===== config.mk =====
export PLATFORM = sky130hd
export DESIGN_NAME = tqvp_apu_pulse
export DESIGN_NICKNAME = d
export VERILOG_FILES = /design/src/rtl/tqvp_apu_pkg.sv /design/src/rtl/tqvp_apu_pulse_timer.sv /design/src/rtl/tqvp_apu_pulse.sv
export SDC_FILE = /design/constraint.sdc
export NUM_CORES = 1
export LEC_CHECK = 0
export ABC_AREA = 1
export CAP_MARGIN = 20
export CORE_ASPECT_RATIO = 0.9
export CORE_UTILIZATION = 45
export CTS_CLUSTER_SIZE = 16
export DETAILED_ROUTE_END_ITERATION = 8
export PLACE_DENSITY = 0.71
export SLEW_MARGIN = 20
export SYNTH_ARGS = -nofsm -noshare
export SYNTH_HDL_FRONTEND = slang
export SYNTH_SLANG_ARGS = --single-unit

===== constraint.sdc =====
create_clock -name clk -period 2.9 [get_ports clk]
set_clock_uncertainty 0.1 [all_clocks]
set_input_delay 0.58 -clock clk [delete_from_list [all_inputs] [get_ports clk]]
set_output_delay 0.58 -clock clk [all_outputs]
set_load 0.01 [all_outputs]

===== src/rtl/tqvp_apu_pkg.sv =====
// Shared constants, types and helpers for the TinyQV 2A03-style pulse channel.
package tqvp_apu_pkg;

    localparam int unsigned ADDR_W   = 6;
    localparam int unsigned DATA_W   = 32;
    localparam int unsigned PERIOD_W = 11;
    localparam int unsigned LEN_W    = 8;
    localparam int unsigned PRESC_W  = 16;
    localparam int unsigned STEP_W   = 3;
    localparam int unsigned VOL_W    = 4;
    localparam int unsigned DUTY_W   = 2;

    // Register map
    localparam logic [ADDR_W-1:0] ADDR_CTRL     = 6'h00;
    localparam logic [ADDR_W-1:0] ADDR_PERIOD   = 6'h04;
    localparam logic [ADDR_W-1:0] ADDR_LENGTH   = 6'h08;
    localparam logic [ADDR_W-1:0] ADDR_STATUS   = 6'h0C;
    localparam logic [ADDR_W-1:0] ADDR_PRESCALE = 6'h10;

    // Periods below this are ultrasonic on the real part and are silenced.
    localparam logic [PERIOD_W-1:0] MUTE_PERIOD = 11'd8;

    localparam logic [PRESC_W-1:0] PRESC_RESET = 16'hFFFF;

    // Duty sequences; leftmost bit is step 0.
    localparam logic [3:0][7:0] DUTY_TABLE = {
        8'b10011111,    // duty 3
        8'b01111000,    // duty 2
        8'b01100000,    // duty 1
        8'b01000000     // duty 0
    };

    // Bus write size encoding on data_write_n / data_read_n.
    typedef enum logic [1:0] {
        WR_8    = 2'b00,
        WR_16   = 2'b01,
        WR_32   = 2'b10,
        WR_NONE = 2'b11
    } wr_size_e;

    // CTRL register layout.
    typedef struct packed {
        logic [VOL_W-1:0]  volume;
        logic              enable;
        logic              halt;
        logic [DUTY_W-1:0] duty;
    } ctrl_t;

    // Select the duty bit for a given sequencer step (step 0 = MSB of the row).
    function automatic logic duty_lookup(input logic [DUTY_W-1:0] duty,
                                         input logic [STEP_W-1:0] step);
        logic [7:0] row;
        row = DUTY_TABLE[duty];
        return row[3'd7 - step];
    endfunction

endpackage


===== src/rtl/tqvp_apu_pulse_timer.sv =====
// Half-rate period timer and 8-step duty sequencer for one pulse channel.
module tqvp_apu_pulse_timer
    import tqvp_apu_pkg::*;
(
    input  logic                clk,
    input  logic                rst_n,
    input  logic [PERIOD_W-1:0] period,
    input  logic [DUTY_W-1:0]   duty,
    input  logic                restart,
    output logic                duty_bit
);

    logic                half;
    logic [PERIOD_W-1:0] timer;
    logic [STEP_W-1:0]   step;

    // APU clock divider: the timer only acts on every other clk.
    always_ff @(posedge clk or negedge rst_n) begin
        if (!rst_n) begin
            half <= 1'b0;
        end else begin
            half <= ~half;
        end
    end

    // Period down-counter and step sequencer; restart realigns both to a note start.
    always_ff @(posedge clk or negedge rst_n) begin
        if (!rst_n) begin
            timer <= '0;
            step  <= '0;
        end else if (restart) begin
            timer <= period;
            step  <= '0;
        end else if (half) begin
            if (timer == '0) begin
                timer <= period;
                step  <= step + 3'd1;
            end else begin
                timer <= timer - 11'd1;
            end
        end
    end

    assign duty_bit = duty_lookup(duty, step);

endmodule


===== src/rtl/tqvp_apu_pulse.sv =====
// TinyQV peripheral: one 2A03-style pulse channel with length counter and expiry IRQ.
module tqvp_apu_pulse
    import tqvp_apu_pkg::*;
(
    input  logic              clk,
    input  logic              rst_n,
    input  logic [7:0]        ui_in,
    output logic [7:0]        uo_out,
    input  logic [ADDR_W-1:0] address,
    input  logic [DATA_W-1:0] data_in,
    input  logic [1:0]        data_write_n,
    input  logic [1:0]        data_read_n,
    output logic [DATA_W-1:0] data_out,
    output logic              data_ready,
    output logic              user_interrupt
);

    ctrl_t               ctrl;
    logic [PERIOD_W-1:0] period;
    logic [LEN_W-1:0]    length;
    logic [PRESC_W-1:0]  prescale;
    logic [PRESC_W-1:0]  presc_cnt;
    logic                irq;
    logic [7:0]          out_q;

    logic wr_any;
    logic wr_lane1;
    logic wr_ctrl;
    logic wr_period;
    logic wr_length;
    logic wr_status;
    logic wr_prescale;
    logic len_tick;
    logic len_expire;
    logic irq_clear;
    logic duty_bit;
    logic mute;
    logic pulse;

    // Write strobes and byte-lane qualification.
    assign wr_any      = (data_write_n != WR_NONE);
    assign wr_lane1    = (data_write_n == WR_16) || (data_write_n == WR_32);
    assign wr_ctrl     = wr_any && (address == ADDR_CTRL);
    assign wr_period   = wr_any && (address == ADDR_PERIOD);
    assign wr_length   = wr_any && (address == ADDR_LENGTH);
    assign wr_status   = wr_any && (address == ADDR_STATUS);
    assign wr_prescale = wr_any && (address == ADDR_PRESCALE);

    // Control, period and prescale registers.
    always_ff @(posedge clk or negedge rst_n) begin
        if (!rst_n) begin
            ctrl     <= '0;
            period   <= '0;
            prescale <= PRESC_RESET;
        end else begin
            if (wr_ctrl) begin
                ctrl <= ctrl_t'(data_in[7:0]);
            end
            if (wr_period) begin
                period[7:0] <= data_in[7:0];
                if (wr_lane1) begin
                    period[PERIOD_W-1:8] <= data_in[PERIOD_W-1:8];
                end
            end
            if (wr_prescale) begin
                prescale[7:0] <= data_in[7:0];
                if (wr_lane1) begin
                    prescale[PRESC_W-1:8] <= data_in[PRESC_W-1:8];
                end
            end
        end
    end

    assign len_tick = (presc_cnt == prescale);

    // Length-clock prescaler; a PRESCALE write restarts the count.
    always_ff @(posedge clk or negedge rst_n) begin
        if (!rst_n) begin
            presc_cnt <= '0;
        end else if (wr_prescale || len_tick) begin
            presc_cnt <= '0;
        end else begin
            presc_cnt <= presc_cnt + 16'd1;
        end
    end

    // Only a tick-driven 1->0 decrement raises the IRQ, never a LENGTH write.
    assign len_expire = len_tick && !ctrl.halt && !wr_length && (length == 8'd1);

    // Length counter; a LENGTH write overrides a coincident tick.
    always_ff @(posedge clk or negedge rst_n) begin
        if (!rst_n) begin
            length <= '0;
        end else if (wr_length) begin
            length <= data_in[LEN_W-1:0];
        end else if (len_tick && !ctrl.halt && (length != '0)) begin
            length <= length - 8'd1;
        end
    end

    assign irq_clear = wr_status && data_in[1];

    // IRQ pending flag; a new expiry beats a same-cycle clear.
    always_ff @(posedge clk or negedge rst_n) begin
        if (!rst_n) begin
            irq <= 1'b0;
        end else if (len_expire) begin
            irq <= 1'b1;
        end else if (irq_clear) begin
            irq <= 1'b0;
        end
    end

    tqvp_apu_pulse_timer u_timer (
        .clk      (clk),
        .rst_n    (rst_n),
        .period   (period),
        .duty     (ctrl.duty),
        .restart  (wr_length),
        .duty_bit (duty_bit)
    );

    assign mute  = !ctrl.enable || (length == '0) || (period < MUTE_PERIOD);
    assign pulse = duty_bit && !mute;

    // Registered PMOD output: sample, raw pulse bit, unused low bits.
    always_ff @(posedge clk or negedge rst_n) begin
        if (!rst_n) begin
            out_q <= '0;
        end else begin
            out_q <= {(pulse ? ctrl.volume : 4'h0), pulse, 3'b000};
        end
    end

    assign uo_out         = out_q;
    assign user_interrupt = irq;
    assign data_ready     = 1'b1;

    // Zero-wait-state register readback.
    always_comb begin
        data_out = '0;
        case (address)
            ADDR_CTRL:     data_out = 32'(ctrl);
            ADDR_PERIOD:   data_out = 32'(period);
            ADDR_LENGTH:   data_out = 32'(length);
            ADDR_STATUS:   data_out = 32'({irq, (length != '0)});
            ADDR_PRESCALE: data_out = 32'(prescale);
            default:       data_out = '0;
        endcase
    end

    logic unused_inputs;
    assign unused_inputs = &{1'b0, ui_in, data_read_n, data_in[DATA_W-1:PRESC_W]};

endmodule


Word level (Yosys, flattened, before mapping)
Index checks and enable logic that the tools add are counted.
W data, S select, Z words.

word-level totals
  input port bits = 52
  memories kept = 0
  bits in latches = 0
  register bits after elaboration = 80
  output and inout port bits = 42
  RAM bits = 0
  word-level logic and storage cells = 80
  ROM bits = 0

cells by class
  divide/modulo/power cells = 0
  reductions and logical operators = 30
  add/subtract/negate cells = 5
  shift operators = 0
  order comparisons = 3
  equality and inequality tests = 9
  muxes and demuxes = 17
  bitwise gates (word level) = 1
  multipliers = 0

operator list
  cell                     number
  $pmux W16 S5             1
  $mux W11                 3
  $mux W8                  3
  $add A16 B1 Y16 const B  1
  $bmux W8 S2              1
  $eq A16 B16 Y1           1
  $mux W16                 1
  $eq A6 B4 Y1 const B     2
  $logic_and A1 B1 Y1      11
  $logic_not A11 Y1        1
  $lt A11 B4 Y1 const B    1
  $sub A11 B1 Y11 const B  1
  $mux W3                  3
  $eq A8 B1 Y1 const B     1
  $logic_not A8 Y1         1
  $reduce_bool A2 Y1       4
  $reduce_bool A8 Y1       1
  $sub A8 B1 Y8 const B    1
  $eq A6 B3 Y1 const B     1
  $eq A6 B5 Y1 const B     1
  $logic_not A6 Y1         1
  $reduce_and A2 Y1        3
  $logic_not A1 Y1         4
  $logic_or A1 B1 Y1       4
  other kinds (11)         13

Longest topological paths before layout
  word-level depth = 6
  depth in mapped cells = 11
  mapped depth without buffers = 10

By module
Synthesis repeated with hierarchy kept, for this count alone.

second synthesis, totals
  cell total of the unflattened synthesis = 655
  area, all modules = 4954.8 um^2

by module, submodules not included
  module                seq. area each (um^2)  area each (um^2)  times used  cells each
  tqvp_apu_pulse        1646.6                 3851.2            1           489
  tqvp_apu_pulse_timer  375.4                  1103.6            1           166

Worst setup path before layout
Ideal clock, no wire load.

  kind = in2out
  from = input address[3]
  to = output data_out[5]
  data arrival time = 1540 ps
  required time = 2220 ps
  buffers on the path = 0
  cell stages on the path = 5
  path slack = 680 ps
  path through = nor2_2 nand2_2 nor3_4 inv_2 o21ai_0

between the ends
  word-level cells in the longest chain between the ends = 2
  elaborated cells on any way between the ends = 6
  classes of those cells = eq/ne (4); mux (1); reduce/logical (1)

RTL lines
  what                                  line                   RTL
  start, declared                       tqvp_apu_pulse.sv:9    input logic [ADDR_W-1:0] address,
  $eq A6 B5 Y1 (tied with other cells)  tqvp_apu_pulse.sv:142  case (address)
  $pmux W16 S5 *                        tqvp_apu_pulse.sv:142
  end, declared                         tqvp_apu_pulse.sv:13   output logic [DATA_W-1:0] data_out,

Every way passes the cells marked *; elsewhere a longest branch is shown, timed or not.

Worst setup path after layout
  from = input address[2]
  to = output data_out[5]

The elaborated chain is that of the path after synthesis.

==> results_dict.tcl <==
set metrics [dict create \
    gp_congestion 0.9184 \
    diodes 0 \
    numCtsBuffers 9 \
    place.port_buffers 47 \
    synth_mux_area_frac 0 \
    track_usage 0.2338 \
    design_area_mm2 0.005647 \
    grt_max_degree 47 \
    row_count 35 \
    hold_buffers 0 \
    timing.final.crit_share 0.9386 \
    synth_top_family_by_area "simple AND/OR/NAND/NOR gates" \
    ant_nets 0 \
    synth_simple_gate_area_frac 0.2650 \
    period_needed_ns 2.722 \
    ioPinCount 94 \
    async_reset_ff_frac 1.000 \
    die_w_um 110.2 \
    final_hold_viol_count 0 \
    grt_pass1_vias 3903 \
    vias 4114 \
    rsz0062_at_grt "false" \
    synth-edff-count 0 \
    synth_compound_area_frac 0.1204 \
    clkSlewWorstSetupHoldPaths_ns 0.06 \
    postSynthAreaPerCell_um2 7.707 \
    status "complete, no violations" \
    cp_max_fo 7 \
    finalMaxSlewViolations 0 \
    worst_setup_path_start_kind "input pin" \
    core-area_mm2 0.01025 \
    drc 0 \
    root_buffer "clkbuf_16" \
    yosysWarnings 0 \
    fill_cells 986 \
    final_cell_mix "nand2_1, inv_1, nor2_1, dfrtp_1, o21ai_0" \
    synth-xor-area-share 0.04065 \
    ir_drop_mv 0.4332 \
    syn-cell-area_mm2 0.004740 \
    syn_inst 615 \
    drt_pass1_iterations 6 \
    ys_types 37 \
    cap_violations 0 \
    reg2reg_slack_ns 0.98 \
    wl_um 11740 \
    clock_latency_ns 0.34 \
    path_class "input pin to output port" \
    die_h_um 99.36 \
    cts.sinks 80 \
    reg2reg_to "length[4]$_DFFE_PN0P_" \
    vias_per_cell 5.048 \
    placedInstanceArea_mm2 0.005348 \
    mostFrequentLayoutCell "nand2_1" \
    clk_path_buf_depth 2 \
    hp-class "input pin to async pin" \
    power.density_mw_per_mm2 650.0 \
    cts_tree "built" \
    wire_per_inst_um 14.40 \
    syn2layout_area_growth_pct 19.14 \
    grt_pass1_wl_um 19180 \
    ys.flop_type "dfrtp_1" \
    worst_ep_required_time_ns 2.22 \
    drive_gt1_frac 0.1239 \
    synth_seq_cells 80 \
    r2r_start "length[0]$_DFFE_PN0P_" \
    regArea_mm2 0.002022 \
    endpoint_kind "output port" \
    setup_viol 0 \
    synthAdderAreaFrac 0.02376 \
    overflow 0 \
    hold_ws_ns 0.09583 \
    clock.fmax_ghz 0.3674 \
    die-area_mm2 0.01095 \
    multi_input_area_mm2 0.002217 \
    hpwl_um 8731 \
    p_leak_nw 2.798 \
    rr_worst_depth 10 \
    start_util 0.4625 \
    synth_seq_area_share 0.4266 \
    drt_iter0_markers 254 \
    arrival_ns 2.04 \
    nets 742 \
    h-tree-depth 3 \
    antenna_found_initial 0 \
]
[power by group]
group / switching, mW / internal (mW) / total (mW) / leakage [nW]
Combinational: 0.553 / 0.372 / 0.925 / 1.68
Clock: 0.440 / 0.711 / 1.15 / 0.150
Sequential: 0.222 / 1.37 / 1.59 / 0.963
[flip-flops by register name, summed over array words and instances (netlist names)]
name,flops
ctrl,8
length,8
period,11
presc_cnt,16
prescale,16
u_timer.half,1
u_timer.step,3
u_timer.timer,11
uo_out,5
user_interrupt,1
[timing repair]
action	CTS	global route
endpoints found under the setup margin	16	8
endpoints found under the hold margin	0	0
pin swaps	2	2
gates resized for setup	31	11
buffers inserted	2	1
[routing by layer]
metal / track usage / vias up / routed length (um)
li1: - / 2056 / -
met1: 0.3291 / 1918 / 5455
met2: 0.3601 / 124 / 5412
met3: 0.04784 / 16 / 666
met4: 0.07692 / 0 / 204
met5: 0 / - / 0
[critical path, cell delays in order]
cell           delay (ns)
dlygate4sd2_1        0.30
nor2_2               0.17
buf_4                0.13
nand3_2              0.16
o22ai_1              0.23
a21oi_1              0.08
o21ai_0              0.10
dlygate4sd2_1        0.29
[cell usage after synthesis (5+ instances only)]
library cell	number	area [um^2]
a21oi_1	25	125.1
buf_2	5	25.02
buf_4	21	157.7
buf_6	5	56.30
dfrtp_1	64	1602
dfstp_2	16	420.4
ha_1	9	112.6
inv_1	85	319.1
nand2_1	144	540.5
nand3_1	22	110.1
nand4_1	12	75.07
nor2_1	65	244.0
nor3_1	6	30.03
o211ai_1	5	37.54
o21ai_0	60	300.3
o22ai_1	10	62.56
xnor2_1	6	52.55
xor2_1	16	140.1
[how the worst max path moves through the flow]
stage	slack, ns	from	endpoint	cells after the start
after global placement	-0.39	address[5]	data_out[2]	6
after floorplan	0.68	address[3]	data_out[5]	5
after global routing	0.03	length[0]$_DFFE_PN0P_	data_out[0]	8
final	0.18	address[2]	data_out[5]	8
after detailed placement	-0.43	address[3]	data_out[6]	10
after CTS	-0.01	address[0]	data_out[4]	10
[final cells by class]
class,instances,share of cell area
multi-input cells,432,0.3926
clock buffers,13,0.04609
clock inverters,3,0.007091
inverters,89,0.05916
repair buffers,69,0.1084
flip-flops and latches,80,0.3581
well taps,129,0.02858
[stage by stage]
step | setup WS [ns] | TNS [ns] | util | power [mW] | std cells
after floorplan | 0.6802 | 0 | - | 2.246 | 633
after global placement | -0.3920 | -3.633 | 0.5219 | 2.479 | 796
after detailed placement | -0.4262 | -3.873 | 0.5219 | 2.520 | 796
after CTS | -0.01124 | -0.01124 | 0.5516 | 3.686 | 814
after global routing | 0.03426 | 0 | 0.5510 | 3.908 | 815
final | 0.1782 | 0 | 0.5510 | 3.670 | 815
[cell families after synthesis]
kind of cell,after synthesis
xor gates and xnor gates,22
DFF,80
adders and majority gates,9
AOI/OAI and AO/OA,106
buffers and inverters,121
other,2
and+or+nand+nor,275
Note: power is estimated with default switching activity, not from simulation.
